[config.mk]
export PLATFORM = sky130hd
export DESIGN_NAME = cpu_core
export DESIGN_NICKNAME = d
export VERILOG_FILES = /design/src/rtl/cpu_core.sv
export SDC_FILE = /design/constraint.sdc
export NUM_CORES = 1
export LEC_CHECK = 0
export ABC_CLOCK_PERIOD_IN_PS = 5600
export CAP_MARGIN = 5
export CORE_MARGIN = 3
export CORE_UTILIZATION = 50
export DETAILED_ROUTE_END_ITERATION = 6
export HOLD_SLACK_MARGIN = 0.06
export PLACE_DENSITY_LB_ADDON = 0.08
export SLEW_MARGIN = 20
export SYNTH_ARGS = -nofsm -noshare
export SYNTH_HDL_FRONTEND = slang
export SYNTH_SLANG_ARGS = --single-unit
[constraint.sdc]
create_clock -name clk_ph1 -period 5.6 [get_ports clk_ph1]
set_clock_uncertainty 0.05 [all_clocks]
set_input_delay 0.56 -clock clk_ph1 [delete_from_list [all_inputs] [get_ports clk_ph1]]
set_output_delay 0.56 -clock clk_ph1 [all_outputs]
set_load 0.005 [all_outputs]
[src/rtl/cpu_core.sv]
// Minimal 6502-style core: one memory read per clock, a subset of implied,
// immediate and ADC addressing modes, binary arithmetic only.
module cpu_core (
  input  logic        clk_ph1,
  input  logic        rst,
  input  logic [7:0]  Data_bus,
  output logic [15:0] Addr_bus,
  output logic [7:0]  IR_dbg,
  output logic [7:0]  AC_dbg,
  output logic [7:0]  X_dbg,
  output logic [7:0]  Y_dbg,
  output logic [7:0]  P_dbg,
  output logic [15:0] PC_dbg,
  output logic [2:0]  cycle_dbg
);

  typedef enum logic [2:0] {
    CYC0 = 3'd0,
    CYC1 = 3'd1,
    CYC2 = 3'd2,
    CYC3 = 3'd3,
    CYC4 = 3'd4
  } cyc_t;

  typedef enum logic [2:0] {
    M_IMPL,
    M_IMM,
    M_ZP,
    M_ZPX,
    M_ABS,
    M_ABSX
  } mode_t;

  typedef enum logic [1:0] {
    DST_NONE,
    DST_A,
    DST_X,
    DST_Y
  } dst_t;

  cyc_t        state, state_next;
  logic [15:0] pc, pc_next;
  logic [7:0]  ir, ir_next;
  logic [7:0]  a, a_next;
  logic [7:0]  x, x_next;
  logic [7:0]  y, y_next;
  logic [7:0]  adl, adl_next;
  logic [7:0]  adh, adh_next;
  logic        flag_n, flag_n_next;
  logic        flag_v, flag_v_next;
  logic        flag_z, flag_z_next;
  logic        flag_c, flag_c_next;

  logic [15:0] addr;
  logic        exec_alu;
  logic        exec_impl;

  mode_t       mode;
  logic [7:0]  alu_m;
  logic [8:0]  alu_sum;
  logic [7:0]  alu_res;
  logic        alu_v;
  logic [8:0]  idx_sum;

  dst_t        impl_dst;
  logic [7:0]  impl_res;
  logic        impl_c_wr;
  logic        impl_c_val;

  // IR is only meaningful from cycle 1 on; cycle 0 ignores the decode.
  always_comb begin
    mode = M_IMPL;
    case (ir)
      8'h69, 8'hE9: mode = M_IMM;
      8'h65:        mode = M_ZP;
      8'h75:        mode = M_ZPX;
      8'h6D:        mode = M_ABS;
      8'h7D:        mode = M_ABSX;
      default:      mode = M_IMPL;
    endcase
  end

  // SBC reuses the adder with the operand inverted, so carry acts as not-borrow.
  always_comb begin
    alu_m   = (ir == 8'hE9) ? ~Data_bus : Data_bus;
    alu_sum = {1'b0, a} + {1'b0, alu_m} + {8'h00, flag_c};
    alu_res = alu_sum[7:0];
    alu_v   = (a[7] ^ alu_res[7]) & (alu_m[7] ^ alu_res[7]);
    idx_sum = {1'b0, adl} + {1'b0, x};
  end

  always_comb begin
    impl_dst   = DST_NONE;
    impl_res   = 8'h00;
    impl_c_wr  = 1'b0;
    impl_c_val = 1'b0;
    case (ir)
      8'hE8: begin impl_dst = DST_X; impl_res = x + 8'd1; end
      8'hC8: begin impl_dst = DST_Y; impl_res = y + 8'd1; end
      8'hCA: begin impl_dst = DST_X; impl_res = x - 8'd1; end
      8'h88: begin impl_dst = DST_Y; impl_res = y - 8'd1; end
      8'hAA: begin impl_dst = DST_X; impl_res = a; end
      8'h8A: begin impl_dst = DST_A; impl_res = x; end
      8'hA8: begin impl_dst = DST_Y; impl_res = a; end
      8'h98: begin impl_dst = DST_A; impl_res = y; end
      8'h38: begin impl_c_wr = 1'b1; impl_c_val = 1'b1; end
      8'h18: begin impl_c_wr = 1'b1; impl_c_val = 1'b0; end
      default: ;
    endcase
  end

  always_comb begin
    state_next  = state;
    pc_next     = pc;
    ir_next     = ir;
    a_next      = a;
    x_next      = x;
    y_next      = y;
    adl_next    = adl;
    adh_next    = adh;
    flag_n_next = flag_n;
    flag_v_next = flag_v;
    flag_z_next = flag_z;
    flag_c_next = flag_c;
    addr        = pc;
    exec_alu    = 1'b0;
    exec_impl   = 1'b0;

    case (state)
      CYC0: begin
        addr       = pc;
        ir_next    = Data_bus;
        pc_next    = pc + 16'd1;
        state_next = CYC1;
      end
      CYC1: begin
        addr = pc;
        case (mode)
          M_IMPL: begin
            exec_impl  = 1'b1;
            state_next = CYC0;
          end
          M_IMM: begin
            pc_next    = pc + 16'd1;
            exec_alu   = 1'b1;
            state_next = CYC0;
          end
          default: begin
            adl_next   = Data_bus;
            pc_next    = pc + 16'd1;
            state_next = CYC2;
          end
        endcase
      end
      CYC2: begin
        case (mode)
          M_ZP: begin
            addr       = {8'h00, adl};
            exec_alu   = 1'b1;
            state_next = CYC0;
          end
          M_ZPX: begin
            addr       = {8'h00, adl};
            adl_next   = idx_sum[7:0];
            state_next = CYC3;
          end
          default: begin
            addr       = pc;
            adh_next   = Data_bus;
            pc_next    = pc + 16'd1;
            state_next = CYC3;
          end
        endcase
      end
      CYC3: begin
        state_next = CYC0;
        case (mode)
          M_ZPX: begin
            addr     = {8'h00, adl};
            exec_alu = 1'b1;
          end
          M_ABS: begin
            addr     = {adh, adl};
            exec_alu = 1'b1;
          end
          default: begin
            // A page crossing turns this read into a dummy and adds a cycle.
            addr = {adh, idx_sum[7:0]};
            if (idx_sum[8]) begin
              state_next = CYC4;
            end else begin
              exec_alu = 1'b1;
            end
          end
        endcase
      end
      CYC4: begin
        addr       = {adh + 8'd1, idx_sum[7:0]};
        exec_alu   = 1'b1;
        state_next = CYC0;
      end
      default: begin
        state_next = CYC0;
      end
    endcase

    if (exec_alu) begin
      a_next      = alu_res;
      flag_c_next = alu_sum[8];
      flag_v_next = alu_v;
      flag_z_next = (alu_res == 8'h00);
      flag_n_next = alu_res[7];
    end

    if (exec_impl) begin
      case (impl_dst)
        DST_A:   a_next = impl_res;
        DST_X:   x_next = impl_res;
        DST_Y:   y_next = impl_res;
        default: ;
      endcase
      if (impl_dst != DST_NONE) begin
        flag_n_next = impl_res[7];
        flag_z_next = (impl_res == 8'h00);
      end
      if (impl_c_wr) begin
        flag_c_next = impl_c_val;
      end
    end
  end

  always_ff @(posedge clk_ph1) begin
    if (rst) begin
      state  <= CYC0;
      pc     <= 16'h0000;
      ir     <= 8'h00;
      a      <= 8'h00;
      x      <= 8'h00;
      y      <= 8'h00;
      adl    <= 8'h00;
      adh    <= 8'h00;
      flag_n <= 1'b0;
      flag_v <= 1'b0;
      flag_z <= 1'b0;
      flag_c <= 1'b0;
    end else begin
      state  <= state_next;
      pc     <= pc_next;
      ir     <= ir_next;
      a      <= a_next;
      x      <= x_next;
      y      <= y_next;
      adl    <= adl_next;
      adh    <= adh_next;
      flag_n <= flag_n_next;
      flag_v <= flag_v_next;
      flag_z <= flag_z_next;
      flag_c <= flag_c_next;
    end
  end

  // B, D and I are fixed at their reset values (0, 0, 1); bit 5 reads as 1.
  assign Addr_bus  = rst ? 16'h0000 : addr;
  assign IR_dbg    = ir;
  assign AC_dbg    = a;
  assign X_dbg     = x;
  assign Y_dbg     = y;
  assign P_dbg     = {flag_n, flag_v, 1'b1, 1'b0, 1'b0, 1'b1, flag_z, flag_c};
  assign PC_dbg    = pc;
  assign cycle_dbg = state;

endmodule

Word level (Yosys, flattened, before mapping)
Index checks and enable logic that the tools add are counted.
- $add $sub $neg: 9
- equality and inequality tests: 31
- muxes and demuxes: 40
- bitwise operators: 5
- reduce and logical (&&, ||, !) cells: 21
- operators by type and width (kind ; count):
    16-bit case mux with 3 select lines ; 2
    8-bit equality test, second input constant ; 9
    16-bit two-way mux ; 4
    8-bit case mux with 7 select lines ; 1
    8-bit two-way mux ; 6
    8-bit by 7-bit equality test with 1-bit output, second input constant ; 5
    16-bit case mux with 2 select lines ; 1
    8-bit by 1-bit adder with 8-bit output, second input constant ; 3
    8-bit by 8-bit adder with 9-bit output ; 2
    1-bit two-way mux ; 17
    16-bit by 1-bit adder with 16-bit output, second input constant ; 1
    8-bit logical NOT ; 2
    8-bit case mux with 2 select lines ; 1
    8-bit by 1-bit subtractor with 8-bit output, second input constant ; 2
    3-bit case mux with 5 select lines ; 1
    2-bit OR reduction ; 7
    3-bit by 2-bit equality test with 1-bit output, second input constant ; 4
    3-bit case mux with 4 select lines ; 1
    9-bit by 1-bit adder with 9-bit output ; 1
    8-bit by 5-bit equality test with 1-bit output, second input constant ; 1
    8-bit by 6-bit equality test with 1-bit output, second input constant ; 1
    2-bit inequality test, second input constant ; 4
    8-bit inverter ; 1
    3-bit by 1-bit equality test with 1-bit output, second input constant ; 2
    other kinds (16) ; 27
- register bits: 71
- bits of input ports: 10
- output and inout port bits: 75

Longest topological paths before layout
- depth in word-level cells: 10
- gate-level depth with buffers: 14
- gate-level depth less buffers: 13

Worst setup path before layout
No wires, ideal clock.
- path type: register -> register
- start point: reg ir[1], in the netlist IR_dbg[1]
- end point: reg flag_z
- setup time: 0.060 ns
- arrival: 4.130 ns
- data required time: 5.490 ns
- path slack: 1.361 ns
- stages on the path, launching flop included: 15
- path buffers: 1
- clock period less this slack: 4.239 ns
- cells stage by stage: dfxtp_1 buf_6 or4b_4 nor2_1 nand2_1 xnor2_1 fa_1 fa_1 a211o_1 o21ai_0 xnor2_1 or4_1 or4b_1 a211oi_1 a41o_1
- cells in the longest elaborated chain, start to end: 10
- elaborated cells between the ends (all ways): 43
- classes of those cells: add/sub (2); eq/ne (18); mux (13); reduce/logical (10)
- ends and longest elaborated chain (what ; line ; RTL):
    start: declaration ; 43 ; logic [7:0] ir, ir_next;
    start signal: assignment ; 249 ; ir <= ir_next;
    parallel branches: the longest is 9 deep, another holds 8-bit by 8-bit adder with 9-bit output ; -- ;
    1-bit two-way mux * ; 215 ; if (exec_impl) begin
    end signal: assignment ; 257 ; flag_z <= flag_z_next;
    end: declaration ; 51 ; logic flag_z, flag_z_next;
Mark *: on every way between the ends.
A chain may end at the register's enable or synchronous reset.

Worst setup path after layout
Same ends and word-level chain as after synthesis.

==> results.toml <==
[finish]
drive_above_1_share = 0.0647
fill_cells = 879
area_growth_pct = 20.4
nets = 744
antenna_cells = 0

[power_and_ir_drop]
leakagePower_uw = 0.00222
finalPower_uw = 1090
ir_drop_mv = 0.106
power_switching_share = 0.269
p_comb_frac = 0.109
switchingPower_uw = 293
clockPowerShare = 0.404
seqPwrFrac = 0.487
p_int_uw = 794
power_density_nw_per_um2 = 175

[drt]
vias = 5230
antenna_left = 0
drt_iter0_drc = 493
wire_per_inst_um = 18.9
vias_per_cell = 6.20
firstDrtPassIters = 7
drc = 2
drt_wl_total_mm = 15.9

[yosys]
synthTopCellsByCount = "nor2_1, dfxtp_1, nand2_1"
synth_area_leaders = "dfxtp_1, nor2_1, ha_1"
synth_top_family_by_area = "simple AND/OR/NAND/NOR gates"
synth_edf_count = 0
muxShareOfSynthArea = 0.0491
synth_fa_ha_area_frac = 0.0738
async_flop_share = 0
syn_inst = 648
synthSimpleGateAreaFrac = 0.243
synth_compound_area_frac = 0.225
synth_top_area_share = 0.276
syn_avg_cell_area_um2 = 7.95
synth_ff_type = "dfxtp_1"
synth-seq-cells = 71
ys.warnings.count = 0
syn_area_um2 = 5150
yosysMostFrequentCell = "nor2_1"
synth_area_leader_cell = "dfxtp_1"
ys_seq_area_frac = 0.276
synth_xor_area_frac = 0.0782
synthDistinctLibCells = 74

[timing]
whs_ns = 0.445
rsz0062_at_grt = "false"
hold_viol = 0
drv_slew = 0
setup_viol = 0
finalCritPeriodShare = 0.858
tns_ns = 0
worst_slew_pin_slew_ns = 1.07
clock.fmax_mhz = 208
post-route-min-period_ns = 4.80
relSlewSlack = 0.287

[placement]
io_buffers = 80
dpl.hpwl_mm = 11.7
place_congestion = 0.920

[setup_path]
required_ns = 5.85
path_cells = "or4b_4 -> nor2_1 -> nand2_1 -> xnor2_1 -> fa_1 -> fa_1 -> a211o_1 -> o21ai_0 -> xnor2_1 -> or4_1 -> or4b_1 -> a211oi_1 -> a41o_1"
cpLargestDelayFamily = "simple AND/OR/NAND/NOR gates"
critical_path_class = "reg -> reg"
critPathBufInv = 0
cpPeakStageDelay_ns = 0.64
crit_path_end_kind = "register"
worstPathArrival_ns = 5.06
startpoint_type = "register"
crit_fanout = 19
slowest_stage = "or4b_4"

[outcome]
status = "finished with violations"
violations = "design-rule violations"

[floorplan]
rows = 36
die_area_um2 = 11600
core_area_um2 = 9910
dieWidth_um = 108
initial_utilization = 0.520
fp.dieH_um = 108
boundaryPins = 85

[cts]
postCtsSetupRepairBufs = 0
cts_buffers = 9
cts-root-buf = "clkbuf_8"
clock_latency_ns = 0.36
clock_path_buffers = 2
cts_max_level = 3
cts_tree = "yes"
path_clk_slew_ns = 0.08
cts_hold_buf = 0
clock_sinks = 71
cts-resized-gates = 0

[grt]
antenna_found_initial = 0
gr-total-overflow = 0
grt.total_usage = 0.281
grt_max_degree = 57
grt_pass1_wl_mm = 25.8
grt_pass1_vias = 4986

[worst_hold_path]
hold_class = "reg -> reg"

[run]
cap_violations = 0
-- flip-flops by register name, summed over array words and instances (netlist names) --
register / cells
flag_n: 1
cycle_dbg: 3
adh: 8
flag_c: 1
X_dbg: 8
PC_dbg: 16
Y_dbg: 8
AC_dbg: 8
flag_z: 1
adl: 8
IR_dbg: 8
flag_v: 1
-- power groups by stage --
stage | clock (uW) | sequential (uW) | combinational (uW)
6_report | 439 | 529 | 118
5_1_grt | 468 | 532 | 129
4_1_cts | 447 | 529 | 117
3_5_place_dp | 0 | 541 | 116
3_3_place_gp | 0 | 540 | 115
2_1_floorplan | 0 | 531 | 81.5
-- final timing paths --
check | startpoint | end | slack (ns) | cells after the start
max reg2reg | IR_dbg[1] | flag_z | 0.80 | 13
min | flag_v | flag_v | 0.45 | 2
min reg2reg | flag_v | flag_v | 0.45 | 2
max | IR_dbg[1] | flag_z | 0.80 | 13
-- kinds of logic after synthesis --
logic type               Yosys count
AND/OR/NAND/NOR                  254
AO/OA/AOI/OAI                    161
flip-flops                        71
buffers and inverters             61
XOR/XNOR                          46
adder cells (fa/ha/maj)           28
multiplexers                      25
other                              2
-- cell type report --
class / instances / area, um^2 / share of cell area
multi-input combinational: 518 / 3480 / 0.561
timing repair buffer: 90 / 871 / 0.140
tap: 133 / 166 / 0.0268
clock buffer: 11 / 151 / 0.0244
clock inverter: 5 / 56.3 / 0.00907
sequential: 71 / 1420 / 0.229
inverter: 16 / 60.1 / 0.00968
-- per-stage QoR --
stage               setup slack [ns]  instance area (um^2)  utilization  std cells
finish                         0.797                  6200        0.626        844
global route                   0.599                  6200        0.626        844
CTS                            0.843                  6200        0.626        844
detailed placement             0.883                  5990        0.605        828
global placement                1.04                  5980        0.604        828
floorplan                       1.36                  5160            -        650
-- worst min-delay path: stages, from the launching register on --
cell and delay [ns]:
dfxtp_1 0.32, nor2_1 0.09, nor3_1 0.05
-- routing by layer --
metal / global-route usage / share of wire / vias up
li1: - / - / 2497
met2: 0.425 / 0.44 / 234
met3: 0.0480 / 0.078 / 29
met5: 0 / 0 / -
met1: 0.406 / 0.46 / 2470
met4: 0.0929 / 0.019 / 0
-- placed cells by master (no fill, tap or decap), drive strengths merged, types with 4 or more instances in the layout --
cell and count:
a2111oi 4, a211oi 23, a21oi 40, a221oi 6
a222oi 10, a22oi 6, a311oi 6, a31oi 6
and2 7, and3 5, buf 11, clkbuf 11
clkdlybuf4s50 79, conb 4, dfxtp 71, fa 4
ha 24, inv 16, mux2i 23, nand2 45
nand2b 6, nand3 22, nand4 6, nor2 94
nor2b 8, nor3 13, nor4 14, o211ai 4
o21ai 21, or2 6, or3 12, xnor2 30
xor2 16
Power figures use the tool's default switching activity.
